$ cat src/rtl/fetch_decode_exec.sv
`default_nettype none
// ============================================================================
// fetch_decode_exec : RV32I fetch / decode / execute front half (multi-cycle).
// Optional macro FDE_MUL_EN enables the OP/MUL encoding.   Rev 1.0
// ============================================================================
module fetch_decode_exec #(
  parameter logic [31:0] RESET_PC = 32'h0000_0000
) (
  input  logic        clk,
  input  logic        rst,
  input  logic        enabled,
  input  logic [31:0] pc,
  output logic [31:0] rom_addr,
  input  logic [31:0] rom_data,
  output logic [4:0]  rs1_addr,
  output logic [4:0]  rs2_addr,
  input  logic [31:0] rs1_data,
  input  logic [31:0] rs2_data,
  output logic        completed,
  output logic [4:0]  rd,
  output logic        reg_write,
  output logic        is_load,
  output logic        is_store,
  output logic [2:0]  funct3,
  output logic [31:0] store_data,
  output logic [31:0] result,
  output logic        is_jump_chosen,
  output logic [31:0] next_pc,
  output logic        illegal
);
  typedef enum logic [1:0] {IDLE = 2'd0, FETCH = 2'd1, LATCH = 2'd2, EXEC = 2'd3} state_t;

  typedef struct packed {
    logic [4:0]  rd;
    logic        reg_write;
    logic        is_load;
    logic        is_store;
    logic [2:0]  funct3;
    logic [31:0] store_data;
    logic [31:0] result;
    logic        is_jump_chosen;
    logic [31:0] next_pc;
    logic        illegal;
  } exec_out_t;

  localparam logic [6:0] OPC_LUI    = 7'b0110111;
  localparam logic [6:0] OPC_AUIPC  = 7'b0010111;
  localparam logic [6:0] OPC_JAL    = 7'b1101111;
  localparam logic [6:0] OPC_JALR   = 7'b1100111;
  localparam logic [6:0] OPC_BRANCH = 7'b1100011;
  localparam logic [6:0] OPC_LOAD   = 7'b0000011;
  localparam logic [6:0] OPC_STORE  = 7'b0100011;
  localparam logic [6:0] OPC_OPIMM  = 7'b0010011;
  localparam logic [6:0] OPC_OP     = 7'b0110011;

  state_t      state_q, state_d;
  logic [31:0] rom_addr_q, rom_addr_d;
  logic [31:0] pc_q, pc_d;
  logic [31:0] ir_q, ir_d;
  logic        completed_q, completed_d;
  exec_out_t   out_q, out_d, ex;

  logic [6:0]  opcode, funct7;
  logic [2:0]  f3;
  logic [31:0] imm_i, imm_s, imm_b, imm_u, imm_j;
  logic [31:0] pc_plus4, alu_b, alu_y;
  logic [4:0]  shamt;
  logic        alt, take;

  assign opcode   = ir_q[6:0];
  assign f3       = ir_q[14:12];
  assign funct7   = ir_q[31:25];
  assign imm_i    = {{20{ir_q[31]}}, ir_q[31:20]};
  assign imm_s    = {{20{ir_q[31]}}, ir_q[31:25], ir_q[11:7]};
  assign imm_b    = {{19{ir_q[31]}}, ir_q[31], ir_q[7], ir_q[30:25], ir_q[11:8], 1'b0};
  assign imm_u    = {ir_q[31:12], 12'h000};
  assign imm_j    = {{11{ir_q[31]}}, ir_q[31], ir_q[19:12], ir_q[20], ir_q[30:21], 1'b0};
  assign pc_plus4 = pc_q + 32'd4;
  assign alu_b    = (opcode == OPC_OP) ? rs2_data : imm_i;
  assign shamt    = alu_b[4:0];
  // Bit 30 picks SUB only for register-register ops; for shifts it picks SRA in both forms
  assign alt      = funct7[5];

`ifdef FDE_MUL_EN
  logic [31:0] mul_lo;
  assign mul_lo = rs1_data * rs2_data;
`endif

  always_comb begin
    alu_y = '0;
    case (f3)
      3'b000:  alu_y = (opcode == OPC_OP && alt) ? rs1_data - alu_b : rs1_data + alu_b;
      3'b001:  alu_y = rs1_data << shamt;
      3'b010:  alu_y = {31'd0, $signed(rs1_data) < $signed(alu_b)};
      3'b011:  alu_y = {31'd0, rs1_data < alu_b};
      3'b100:  alu_y = rs1_data ^ alu_b;
      3'b101:  alu_y = alt ? 32'($signed(rs1_data) >>> shamt) : rs1_data >> shamt;
      3'b110:  alu_y = rs1_data | alu_b;
      default: alu_y = rs1_data & alu_b;
    endcase
  end

  always_comb begin
    ex         = '0;
    ex.rd      = ir_q[11:7];
    ex.funct3  = f3;
    ex.next_pc = pc_plus4;
    take       = 1'b0;
    case (opcode)
      OPC_LUI:   begin ex.reg_write = 1'b1; ex.result = imm_u; end
      OPC_AUIPC: begin ex.reg_write = 1'b1; ex.result = pc_q + imm_u; end
      OPC_JAL: begin
        ex.reg_write = 1'b1; ex.is_jump_chosen = 1'b1;
        ex.result = pc_plus4; ex.next_pc = pc_q + imm_j;
      end
      OPC_JALR: begin
        ex.illegal = (f3 != 3'b000);
        ex.reg_write = 1'b1; ex.is_jump_chosen = 1'b1;
        ex.result = pc_plus4; ex.next_pc = (rs1_data + imm_i) & ~32'd1;
      end
      OPC_BRANCH: begin
        case (f3)
          3'b000:  take = (rs1_data == rs2_data);
          3'b001:  take = (rs1_data != rs2_data);
          3'b100:  take = ($signed(rs1_data) <  $signed(rs2_data));
          3'b101:  take = ($signed(rs1_data) >= $signed(rs2_data));
          3'b110:  take = (rs1_data <  rs2_data);
          3'b111:  take = (rs1_data >= rs2_data);
          default: ex.illegal = 1'b1;
        endcase
        if (take) begin ex.is_jump_chosen = 1'b1; ex.next_pc = pc_q + imm_b; end
      end
      OPC_LOAD: begin
        ex.illegal = (f3 == 3'b011) || (f3[2:1] == 2'b11);
        ex.is_load = 1'b1; ex.reg_write = 1'b1; ex.result = rs1_data + imm_i;
      end
      OPC_STORE: begin
        ex.illegal = f3[2] || (f3 == 3'b011);
        ex.is_store = 1'b1; ex.result = rs1_data + imm_s; ex.store_data = rs2_data;
      end
      OPC_OPIMM: begin
        ex.illegal = ((f3 == 3'b001) && (funct7 != 7'b0000000)) ||
                     ((f3 == 3'b101) && (funct7 != 7'b0000000) && (funct7 != 7'b0100000));
        ex.reg_write = 1'b1; ex.result = alu_y;
      end
      OPC_OP: begin
        ex.reg_write = 1'b1; ex.result = alu_y;
        case (funct7)
          7'b0000000: ex.illegal = 1'b0;
          7'b0100000: ex.illegal = !((f3 == 3'b000) || (f3 == 3'b101));
`ifdef FDE_MUL_EN
          7'b0000001: begin ex.illegal = (f3 != 3'b000); ex.result = mul_lo; end
`endif
          default:    ex.illegal = 1'b1;
        endcase
      end
      default: ex.illegal = 1'b1;
    endcase
    // Illegal encodings keep only the raw rd/funct3 fields and fall through to pc+4
    if (ex.illegal) begin
      ex.reg_write = 1'b0; ex.is_load = 1'b0; ex.is_store = 1'b0; ex.is_jump_chosen = 1'b0;
      ex.result = '0; ex.store_data = '0; ex.next_pc = pc_plus4;
    end
    if (ex.rd == 5'd0) ex.reg_write = 1'b0;
  end

  always_comb begin
    state_d     = state_q;
    rom_addr_d  = rom_addr_q;
    pc_d        = pc_q;
    ir_d        = ir_q;
    out_d       = out_q;
    completed_d = 1'b0;
    case (state_q)
      IDLE: if (enabled) begin
        rom_addr_d = pc; pc_d = pc; state_d = FETCH;
      end
      FETCH: state_d = LATCH;
      LATCH: begin ir_d = rom_data; state_d = EXEC; end
      default: begin out_d = ex; completed_d = 1'b1; state_d = IDLE; end
    endcase
  end

  always_ff @(posedge clk) begin
    if (rst) begin
      state_q     <= IDLE;
      rom_addr_q  <= RESET_PC;
      pc_q        <= '0;
      ir_q        <= '0;
      out_q       <= '0;
      completed_q <= 1'b0;
    end else begin
      state_q     <= state_d;
      rom_addr_q  <= rom_addr_d;
      pc_q        <= pc_d;
      ir_q        <= ir_d;
      out_q       <= out_d;
      completed_q <= completed_d;
    end
  end

  assign rom_addr       = rom_addr_q;
  assign rs1_addr       = ir_q[19:15];
  assign rs2_addr       = ir_q[24:20];
  assign completed      = completed_q;
  assign rd             = out_q.rd;
  assign reg_write      = out_q.reg_write;
  assign is_load        = out_q.is_load;
  assign is_store       = out_q.is_store;
  assign funct3         = out_q.funct3;
  assign store_data     = out_q.store_data;
  assign result         = out_q.result;
  assign is_jump_chosen = out_q.is_jump_chosen;
  assign next_pc        = out_q.next_pc;
  assign illegal        = out_q.illegal;
endmodule
`default_nettype wire

$ cat config.mk
export PLATFORM = sky130hd
export DESIGN_NAME = fetch_decode_exec
export DESIGN_NICKNAME = d
export VERILOG_FILES = /design/src/rtl/fetch_decode_exec.sv
export SDC_FILE = /design/constraint.sdc
export NUM_CORES = 1
export LEC_CHECK = 0
export BUFFER_PORTS_ARGS = -buffer_cell sky130_fd_sc_hd__buf_2
export CAP_MARGIN = 5
export CELL_PAD_IN_SITES_DETAIL_PLACEMENT = 1
export CELL_PAD_IN_SITES_GLOBAL_PLACEMENT = 1
export CORE_ASPECT_RATIO = 1.1
export CORE_MARGIN = 5
export CORE_UTILIZATION = 44
export CTS_BUF_LIST = sky130_fd_sc_hd__clkbuf_16
export DETAILED_ROUTE_END_ITERATION = 16
export MAX_ROUTING_LAYER = met4
export PLACE_DENSITY = 0.82
export SYNTH_ARGS = -nofsm -noshare
export SYNTH_HDL_FRONTEND = slang
export SYNTH_SLANG_ARGS = --single-unit
$ cat constraint.sdc
create_clock -name clk -period 5 [get_ports clk]
set_clock_uncertainty 0.15 [all_clocks]
set_input_delay 0.25 -clock clk [delete_from_list [all_inputs] [get_ports clk]]
set_output_delay 0.25 -clock clk [all_outputs]
set_load 0.03 [all_outputs]
== Yosys cells after proc, flatten, opt, wreduce, memory -nomap -nowiden ==
Cells that the tools add are included.

* Bits of input ports: 131
* Register bits after elaboration: 176
* Word-level logic and storage cells: 102

* Add/sub/neg operators: 8
* Order comparisons: 6
* Bitwise gates (word level): 3
* Reductions and logical operators: 22
* Shift operators: 3
* Muxes and demuxes: 22
* Equal/unequal tests: 24

{| class="wikitable"
|+ Operator list
! cell !! number
|-
| 32-bit one-hot mux with 7 select lines || 1
|-
| 32-bit adder || 6
|-
| 32-bit one-hot mux with 6 select lines || 1
|-
| 32-bit < comparator || 4
|-
| 32-bit two-way mux || 4
|-
| 33-bit one-hot mux with 3 select lines || 1
|-
| 97-bit two-way mux || 1
|-
| 32-bit >= comparator || 2
|-
| 33-bit two-way mux || 1
|-
| 32-bit by 3-bit adder with 32-bit output (second input constant) || 1
|-
| 32-bit bitwise AND || 1
|-
| 32-bit equality test || 1
|-
| 32-bit != test || 1
|-
| 32-bit bitwise OR || 1
|-
| 32-bit by 5-bit << shifter with 32-bit output || 1
|-
| 32-bit by 5-bit >> shifter with 32-bit output || 1
|-
| 32-bit by 5-bit >>> shifter with 32-bit output || 1
|-
| 32-bit subtractor || 1
|-
| 32-bit XOR || 1
|-
| 7-bit by 6-bit equality test with 1-bit output (second input constant) || 4
|-
| 7-bit equality test (second input constant) || 3
|-
| 7-bit by 5-bit equality test with 1-bit output (second input constant) || 2
|-
| 3-bit equality test (second input constant) || 4
|-
| 7-bit by 2-bit equality test with 1-bit output (second input constant) || 1
|-
| other kinds (27) || 43
|}

== Depth between registers and ports, before layout ==
Gate-level depths: netlist of run 1.

* Depth after elaboration: 7
* Mapped depth: 22
* Depth with buffers taken out: 16

== Worst setup path before layout of run 1 ==
Ideal clock, no wire load.

* Path kind: register to register
* Start: register ir_q[5]
* End: register out_q (netlist bit result[27])
* Buffers on the path: 6
* Data arrival time: 4105 ps
* Path slack: 623 ps
* Stages on the path, launching flop included: 22
* Period minus slack after synthesis: 4377 ps
* Cell sequence: dfxtp_1 > buf_2 > and3b_1 > buf_4 > nand2_1 > buf_2 > buf_2 > and2_1 > clkbuf_1 > a21o_1 > inv_1 > ha_1 > clkbuf_1 > a21o_1 > a31o_2 > a221o_1 > a31oi_1 > o31ai_1 > o211ai_1 > nor2b_1 > xnor2_1 > a311o_1

* Word-level cells in the longest chain between the ends: 7
* Elaborated cells between the ends (all ways): 28
* Classes of those cells: add/sub: 2; eq/ne: 9; shift: 3; mux: 7; bitwise: 3; reduce/logical: 4

{| class="wikitable"
|+ RTL lines
! what !! line !! source
|-
| from (decl) || 59 || <nowiki>logic [31:0] ir_q, ir_d;</nowiki>
|-
| from (signal assigned) || 196 || <nowiki>ir_q <= ir_d;</nowiki>
|-
| 7-bit by 6-bit equality test with 1-bit output || 79, 92, 109 ||
|-
| 32-bit two-way mux || 79 || <nowiki>assign alu_b = (opcode == OPC_OP) ? rs2_data : imm_i;</nowiki>
|-
| 32-bit adder, or another cell as far along || 92 || <nowiki>3'b000: alu_y = (opcode == OPC_OP && alt) ? rs1_data - alu_b : rs1_data + alu_b;</nowiki>
|-
| 32-bit two-way mux (on tied branches) || 92, 97 ||
|-
| 32-bit one-hot mux with 7 select lines || 91 || <nowiki>case (f3)</nowiki>
|-
| 32-bit one-hot mux with 6 select lines || 109 || <nowiki>case (opcode)</nowiki>
|-
| 97-bit two-way mux (*) || 160 || <nowiki>if (ex.illegal) begin</nowiki>
|-
| to (signal assigned) || 197 || <nowiki>out_q <= out_d;</nowiki>
|-
| to (decl) || 61 || <nowiki>exec_out_t out_q, out_d, ex;</nowiki>
|}

Every way passes the cells marked *; elsewhere a longest branch is shown, timed or not.
A chain may end at the register's enable or synchronous reset.

== Worst setup path after layout of run 1 ==
* Start: register ir_q[6]
* End: register out_q (netlist bit result[23])

The elaborated chain is that of the path after synthesis.

==> results of run 1 <==
## logic make-up after synthesis
kind of cell,count (synthesis),synth area share (%)
flops,176,13.9
mux,131,5.43
buf+inv,446,7.20
fa+ha+maj,222,11.1
compound gates,1404,36.8
xor+xnor,187,6.44
simple gates,1050,19.1
## layout make-up
type                            count  area [µm²]  area share [%]
Sequential cell                   176        3520            11.9
Clock inverter                     15         214           0.720
Timing Repair Buffer              566        3820            12.9
Tap cell                          752         941            3.17
Antenna cell                       21        52.6           0.177
Multi-Input combinational cell   2994       20100            67.7
Clock buffer                       17         425            1.43
Inverter                          168         631            2.12
## layer usage
metal | share of wire (%) | vias up
met5 | 0 | -
met3 | 10 | 965
li1 | - | 14100
met4 | 13 | 0
met2 | 43 | 2643
met1 | 34 | 16400
## flip-flops by register name, summed over array words and instances, names as in the netlist, 2 cells and up
| register | count |
|---|---|
| funct3 | 3 |
| ir_q | 32 |
| next_pc | 32 |
| pc_q | 32 |
| rd | 5 |
| result | 32 |
| state_q | 2 |
| store_data | 32 |
## per-stage QoR
stage | instance area (µm²) | std cells | power [mW] | hold slack, ns
after floorplan | 25400 | 3616 | 3.65 | 0.236
after global placement | 28100 | 4561 | 5.02 | 0.288
after detailed placement | 28100 | 4561 | 5.05 | 0.318
after CTS | 29700 | 4688 | 6.64 | 0.00142
after global routing | 29700 | 4705 | 7.03 | 0.0274
final | 29700 | 4709 | 6.90 | 0.00612
## layout by cell type (no fill, tap or decap), types with 24 or more instances in the layout
cell type / synthesis / routed
a31oi_1: 48 / 48
buf_2: 35 / 281
nor4_1: 24 / 24
nor3_1: 79 / 79
buf_4: 16 / 187
inv_1: 161 / 160
a221oi_1: 36 / 36
a21o_1: 106 / 106
o21bai_1: 42 / 42
a211oi_1: 102 / 101
o211ai_1: 67 / 67
a21oi_1: 378 / 378
o21ai_0: 243 / 243
a311oi_1: 24 / 24
dfxtp_1: 176 / 175
a22oi_1: 58 / 58
o21ai_1: 25 / 25
o21a_1: 26 / 26
nand2_1: 334 / 333
a211o_1: 24 / 24
nor2_1: 313 / 311
nand3_1: 98 / 98
nand4_1: 41 / 41
mux2i_1: 105 / 105
nand2b_1: 36 / 36
and3_1: 26 / 26
o31ai_1: 24 / 24
xor2_1: 57 / 57
ha_1: 216 / 214
xnor2_1: 130 / 130
dlygate4sd3_1: 0 / 95
## critical path: stages, from the launching register on
cell,delay [ns]
dfxtp_1,0.35
and4bb_4,0.45
nand2_1,0.16
buf_4,0.29
nor2_1,0.14
a21o_1,0.11
inv_1,0.06
ha_1,0.35
a2111oi_0,0.35
o21ai_0,0.22
a221o_1,0.44
a31oi_1,0.34
o31ai_1,0.18
buf_4,0.18
o21ai_0,0.15
a22oi_1,0.10
xnor2_1,0.42
buf_4,0.19
o211ai_1,0.07
## power groups by stage
stage | sequential [mW] | combinational [mW] | clock, mW
after floorplan | 1.65 | 2.01 | 0
after global placement | 1.64 | 3.38 | 0
after detailed placement | 1.64 | 3.41 | 0
after CTS | 1.61 | 3.50 | 1.54
after global routing | 1.62 | 3.80 | 1.61
final | 1.62 | 3.70 | 1.58
## worst max path at each step
stage                     slack [ns]                       to  cells after the start                  from
after detailed placement        0.28  result[23]$_SDFFE_PP0P_                     18  ir_q[6]$_SDFFE_PP0N_
after floorplan                 0.62  result[27]$_SDFFE_PP0P_                     21  ir_q[5]$_SDFFE_PP0N_
after global routing           0.009  result[29]$_SDFFE_PP0P_                     18  ir_q[6]$_SDFFE_PP0N_
after CTS                       0.27  result[23]$_SDFFE_PP0P_                     18  ir_q[6]$_SDFFE_PP0N_
final                           0.10  result[23]$_SDFFE_PP0P_                     18  ir_q[6]$_SDFFE_PP0N_
after global placement          0.43  result[23]$_SDFFE_PP0P_                     18  ir_q[6]$_SDFFE_PP0N_
## synthesized netlist by cell type, types with 12 or more instances
library cell	instances
dfxtp_1	176
o21ai_0	243
nand3_1	98
nand2_1	334
o221ai_1	21
a222oi_1	22
a31oi_1	48
o22ai_1	20
inv_1	161
nor2b_1	15
o21a_1	26
or3_1	13
a211oi_1	102
xnor2_1	130
nor3_1	79
a221oi_1	36
o21bai_1	42
o211ai_1	67
mux2_2	22
nand2b_1	36
mux2i_1	105
o21ai_1	25
ha_1	216
clkbuf_1	198
a21oi_1	378
and3_1	26
buf_2	35
a221o_1	12
xor2_1	57
nor2_1	313
nor4_1	24
a21o_1	106
nand4_1	41
and2_1	20
a211o_1	24
a311oi_1	24
buf_4	16
o31ai_1	24
buf_1	22
a22oi_1	58
==> out/metrics.cfg, run 1 <==
[setup_path]
worstReg2RegEnd = result[23]$_SDFFE_PP0P_
path_class = register to register
end_kind = register
start_kind = register
worstRegToRegCells = 18
r2r-start = ir_q[6]$_SDFFE_PP0N_
cp_max_fo = 29
arrival_ns = 5.10
reg2reg_slack_ns = 0.10
cp_data_required_time_ns = 5.20

[floorplanning]
die_x_um = 239
core_region_area_um2 = 57300
die_h_um = 262
start_util_pct = 44.4
dieArea_um2 = 62700
rows = 92
io_pins = 283

[synth]
syn-num-nets = 3969
synth_top_flop_cell = dfxtp_1
synth-seq-cells = 176
syn_area_um2 = 25400
synth_area_leaders = dfxtp_1 (14%), ha_1 (11%), a21oi_1 (7.4%)
synth.largest_area_cell = dfxtp_1
yosys.cell_types.count = 105
syn_avg_cell_area_um2 = 7.03
synth_top_area_share_pct = 13.9
yosysWarningCount = 0
synth_cells = 3616
synth_async_sr_flop_share_pct = 0
synth_edf_count = 0
ys_seq_area_share_pct = 13.9

[power_and_ir_drop]
swShare_pct = 51.5
power_density_nw_per_um2 = 232
combPwrFrac_pct = 53.6
power_leakage_nw = 12.8
clkPwrFrac_pct = 22.9
p_sw_mw = 3.56
power.internal_mw = 3.35
p_seq_share_pct = 23.5
max-vdd-ir-drop_mv = 0.287

[drt]
viasPerCell = 7.24
drc = 0
first_iter_violations = 4603
wire_per_inst_um = 35.9
vias = 34100
antenna_left = 0
wl_mm = 169
first_pass_iters = 13

[sta]
setup_tns_ns = 0
hold_viol = 0
drv_slew = 0
setup_viol = 0
grt_setup_unrepaired = false
fin_crit_sh_pct = 97.9
fin_crit_ns = 4.90
worst-slew-pin-transition_ns = 1.25
setup_slack_ns = 0.104
max_freq_mhz = 204
max_slew_margin_pct = 15.7

[grt]
grt.busiest_layer = met2
grt_start_max_net_pins = 76
grt_pass1_vias = 33700
grt.overflow.total = 0
grt_use_met3_pct = 12.9
grt_util_met2_pct = 80.1
grt_use_met1_pct = 56.8
grt_pass1_wl_mm = 239
grt_usage_pct = 53.3
grt_antenna_before_repair = 16

[cts]
postCtsSetupBuffers = 0
cts_made_buffers = 17
cts_resized = 0
path_clk_slew_ns = 0.09
htreeDepth = 4
cts_tree = done
ctsHoldBuffers = 95
cts_root_buffer = clkbuf_16
clkLatencyLatePin_ns = 0.53
clockBufferDepth = 2
clkSinkCount = 176

[worst_hold_path]
hp-class = input port to register
hp-start = rst
worst_hold_path.num_cells = 2
holdPathEnd = pc_q[22]$_SDFFE_PP0P_

[finish]
synthToLayoutAreaGrowth_pct = 16.8
fill_cells = 7431
nNetsFinal = 4276
fin_util_pct = 51.8
layout-drive-gt1-share_pct = 15.0

[outcome]
status = finished, final reports clean

[place]
globalplace.congestion = 1.16
io_buffers = 282
dp_slack_ns = 0.277
hpwl_mm = 130

[flow_run]
cap_viol_max_count = 0

No activity file was read; power rests on OpenSTA's default activity.
==> run 2: changes to the inputs <==
--- a/config.mk
+++ b/config.mk
@@ -5,7 +5,8 @@
 export SDC_FILE = /design/constraint.sdc
 export NUM_CORES = 1
 export LEC_CHECK = 0
-export BUFFER_PORTS_ARGS = -buffer_cell sky130_fd_sc_hd__buf_2
+export ABC_AREA = 0
+export BUFFER_PORTS_ARGS = -buffer_cell sky130_fd_sc_hd__buf_4
 export CAP_MARGIN = 5
 export CELL_PAD_IN_SITES_DETAIL_PLACEMENT = 1
 export CELL_PAD_IN_SITES_GLOBAL_PLACEMENT = 1
==> out/metrics.cfg, run 2 (synthesized netlist as in run 1, its figures left out) <==
[sta]
drv_slew = 0  ; unchanged
grt_setup_unrepaired = false
fin_crit_sh_pct = 97.9  ; about the same
timing.hold.ws_ns = 0.114  ; +0.108 ns
setup_tns_ns = 0  ; unchanged
fin_crit_ns = 4.89  ; -0.00244 ns
max_freq_mhz = 204  ; about the same
worst-slew-pin-transition_ns = 1.41  ; +0.155 ns
setup_viol = 0  ; unchanged
hold_viol = 0  ; unchanged
setup_slack_ns = 0.106  ; +0.00244 ns
max_slew_margin_pct = 5.24  ; -10 points

[drt]
first_iter_violations = 4839  ; +5.1%
viasPerCell = 7.33  ; +1.3%
vias = 34200  ; +0.39%
wl_mm = 170  ; +0.36%
antenna_left = 0  ; unchanged
first_pass_iters = 9  ; -4
drc = 0  ; unchanged
wire_per_inst_um = 36.4  ; +1.2%

[power_and_ir_drop]
p_sw_mw = 3.54  ; -0.38%
combPwrFrac_pct = 54.3  ; +0.7 points
swShare_pct = 51.4  ; -0.091 points
power_density_nw_per_um2 = 229  ; -1.4%
max-vdd-ir-drop_mv = 0.324  ; +13%
p_seq_share_pct = 23.6  ; about the same
clkPwrFrac_pct = 22.1  ; -0.8 points
power.internal_mw = 3.35  ; about the same
power_leakage_nw = 12.7  ; -0.68%

[grt]
grt_usage_pct = 53.6  ; +0.34 points
grt_util_met2_pct = 80.9  ; +0.78 points
grt_antenna_before_repair = 13  ; -3
grt_pass1_wl_mm = 240  ; +0.45%
grt_use_met3_pct = 14.5  ; +1.6 points
grt.busiest_layer = met2
grt_use_met1_pct = 55.9  ; -0.91 points
grt_pass1_vias = 34300  ; +1.9%
grt_start_max_net_pins = 60  ; -21%
grt.overflow.total = 0  ; unchanged

[finish]
fin_area_um2 = 30100  ; +1.2%
nNetsFinal = 4241  ; -0.82%
fin_util_pct = 52.5  ; +0.64 points
layout-drive-gt1-share_pct = 14.3  ; -0.71 points
final_cell_mix = buf_4 (434), a21oi_1 (378), nand2_1 (333)
synthToLayoutAreaGrowth_pct = 18.3
final_common_cell = buf_4

[floorplanning]
io_pins = 283  ; unchanged
start_util_pct = 44.4  ; unchanged
core_region_area_um2 = 57300  ; unchanged
rows = 92  ; unchanged
die_h_um = 262  ; unchanged
die_x_um = 239  ; unchanged
dieArea_um2 = 62700  ; unchanged

[cts]
clkLatencyLatePin_ns = 0.52  ; about the same
clkSinkCount = 176  ; unchanged
cts_root_buffer = clkbuf_16
cts_made_buffers = 17  ; unchanged
clockBufferDepth = 2  ; unchanged
cts_tree = done
path_clk_slew_ns = 0.08  ; about the same
htreeDepth = 4  ; unchanged

[setup_path]
cp.buffers_inverters = 0  ; -4
cp_max_fo = 10  ; -66%
cp_slowest_cell = a2111oi_2
arrival_ns = 5.15  ; +0.05 ns
critPathTopFamily = compound AO/OA/AOI/OAI gates
start_kind = register
path_class = register to register
cp_data_required_time_ns = 5.25  ; +0.05 ns
crit_path_cell_trace = ha_1, fa_1, a211oi_1, o21ai_0, a2111oi_2, o21ai_0, nand3b_1, nand3_1, a41oi_1, xor2_1, a211oi_1, a2111oi_2
end_kind = register
slowest_delay_ns = 0.69  ; +0.24 ns

[outcome]
status = finished, final reports clean

[place]
dp_slack_ns = 0.277  ; +0.000506 ns
postPlaceCellArea_um2 = 28500  ; +1.4%
io_buffers = 282  ; unchanged
globalplace.congestion = 1.20  ; +3.6%
hpwl_mm = 128  ; -1.6%

[flow_run]
cap_viol_max_count = 0  ; unchanged

[worst_hold_path]
hp-class = input port to register

-- run 2: cell count changes in the layout (fill, tap and decap cells not counted), moves of 2 or more --
cell	change
o31ai_1	-2
buf_12	-3
o31ai_2	+2
inv_12	-4
inv_8	+2
buf_4	+247
buf_2	-280
diode_2	-6
-- run 2: area by class of cell --
cell class                 count  area, µm²
antenna                       15       37.5
clock buffer                  17        425
clock inverter                15        184
fill                        7304      27200
inverter                     168        631
multi-input combinational   2994      20100
sequential                   176       3530
tap                          752        941
timing repair buffer         531       4220
-- run 2: final timing paths --
check | startpoint | to | slack, ns | depth (start not counted)
setup / recovery | ir_q[21]$_SDFFE_PP0N_ | next_pc[31]$_SDFFE_PP0P_ | 0.11 | 12
hold / removal | rst | ir_q[21]$_SDFFE_PP0N_ | 0.11 | 2
setup reg to reg | ir_q[21]$_SDFFE_PP0N_ | next_pc[31]$_SDFFE_PP0P_ | 0.11 | 12
hold reg to reg | result[15]$_SDFFE_PP0P_ | result[15]$_SDFFE_PP0P_ | 0.34 | 2
-- run 2: worst register-to-register path: stages, from the launching register on --
cell       delay (ns)
dfxtp_1          0.59
ha_1             0.38
fa_1             0.45
a211oi_1         0.40
o21ai_0          0.31
a2111oi_2        0.69
o21ai_0          0.43
nand3b_1         0.28
nand3_1          0.14
a41oi_1          0.31
xor2_1           0.20
a211oi_1         0.12
a2111oi_2        0.35
-- run 2: repair_timing --
| item | in CTS | in global routing |
|---|---|---|
| endpoints found under the hold margin | 96 | 0 |
| resized for setup | 0 | 2 |
| endpoints found under the setup margin | 0 | 4 |
| buffers inserted | 0 | 0 |
| hold buffers | 96 | 0 |
-- run 2: per-layer routing --
metal / routed length, µm / part of all wire (%)
met5: 0 / 0
met4: 22600 / 13
met3: 17900 / 11
met2: 72300 / 43
met1: 57000 / 34
-- run 2: per-stage QoR --
| step | total power, mW | instances |
|---|---|---|
| global placement | 5.02 | 4524 |
| global route | 7.01 | 4665 |
| finish | 6.89 | 4668 |
| floorplan | 3.65 | 3616 |
| CTS | 6.58 | 4652 |
| detailed placement | 5.05 | 4524 |
-- run 2: power groups by stage --
stage	Combinational, mW	Sequential [mW]	Clock, mW
final	3.74	1.63	1.53
after global routing	3.83	1.62	1.55
after CTS	3.50	1.61	1.48
after detailed placement	3.41	1.64	0
after global placement	3.38	1.64	0
after floorplan	2.01	1.65	0
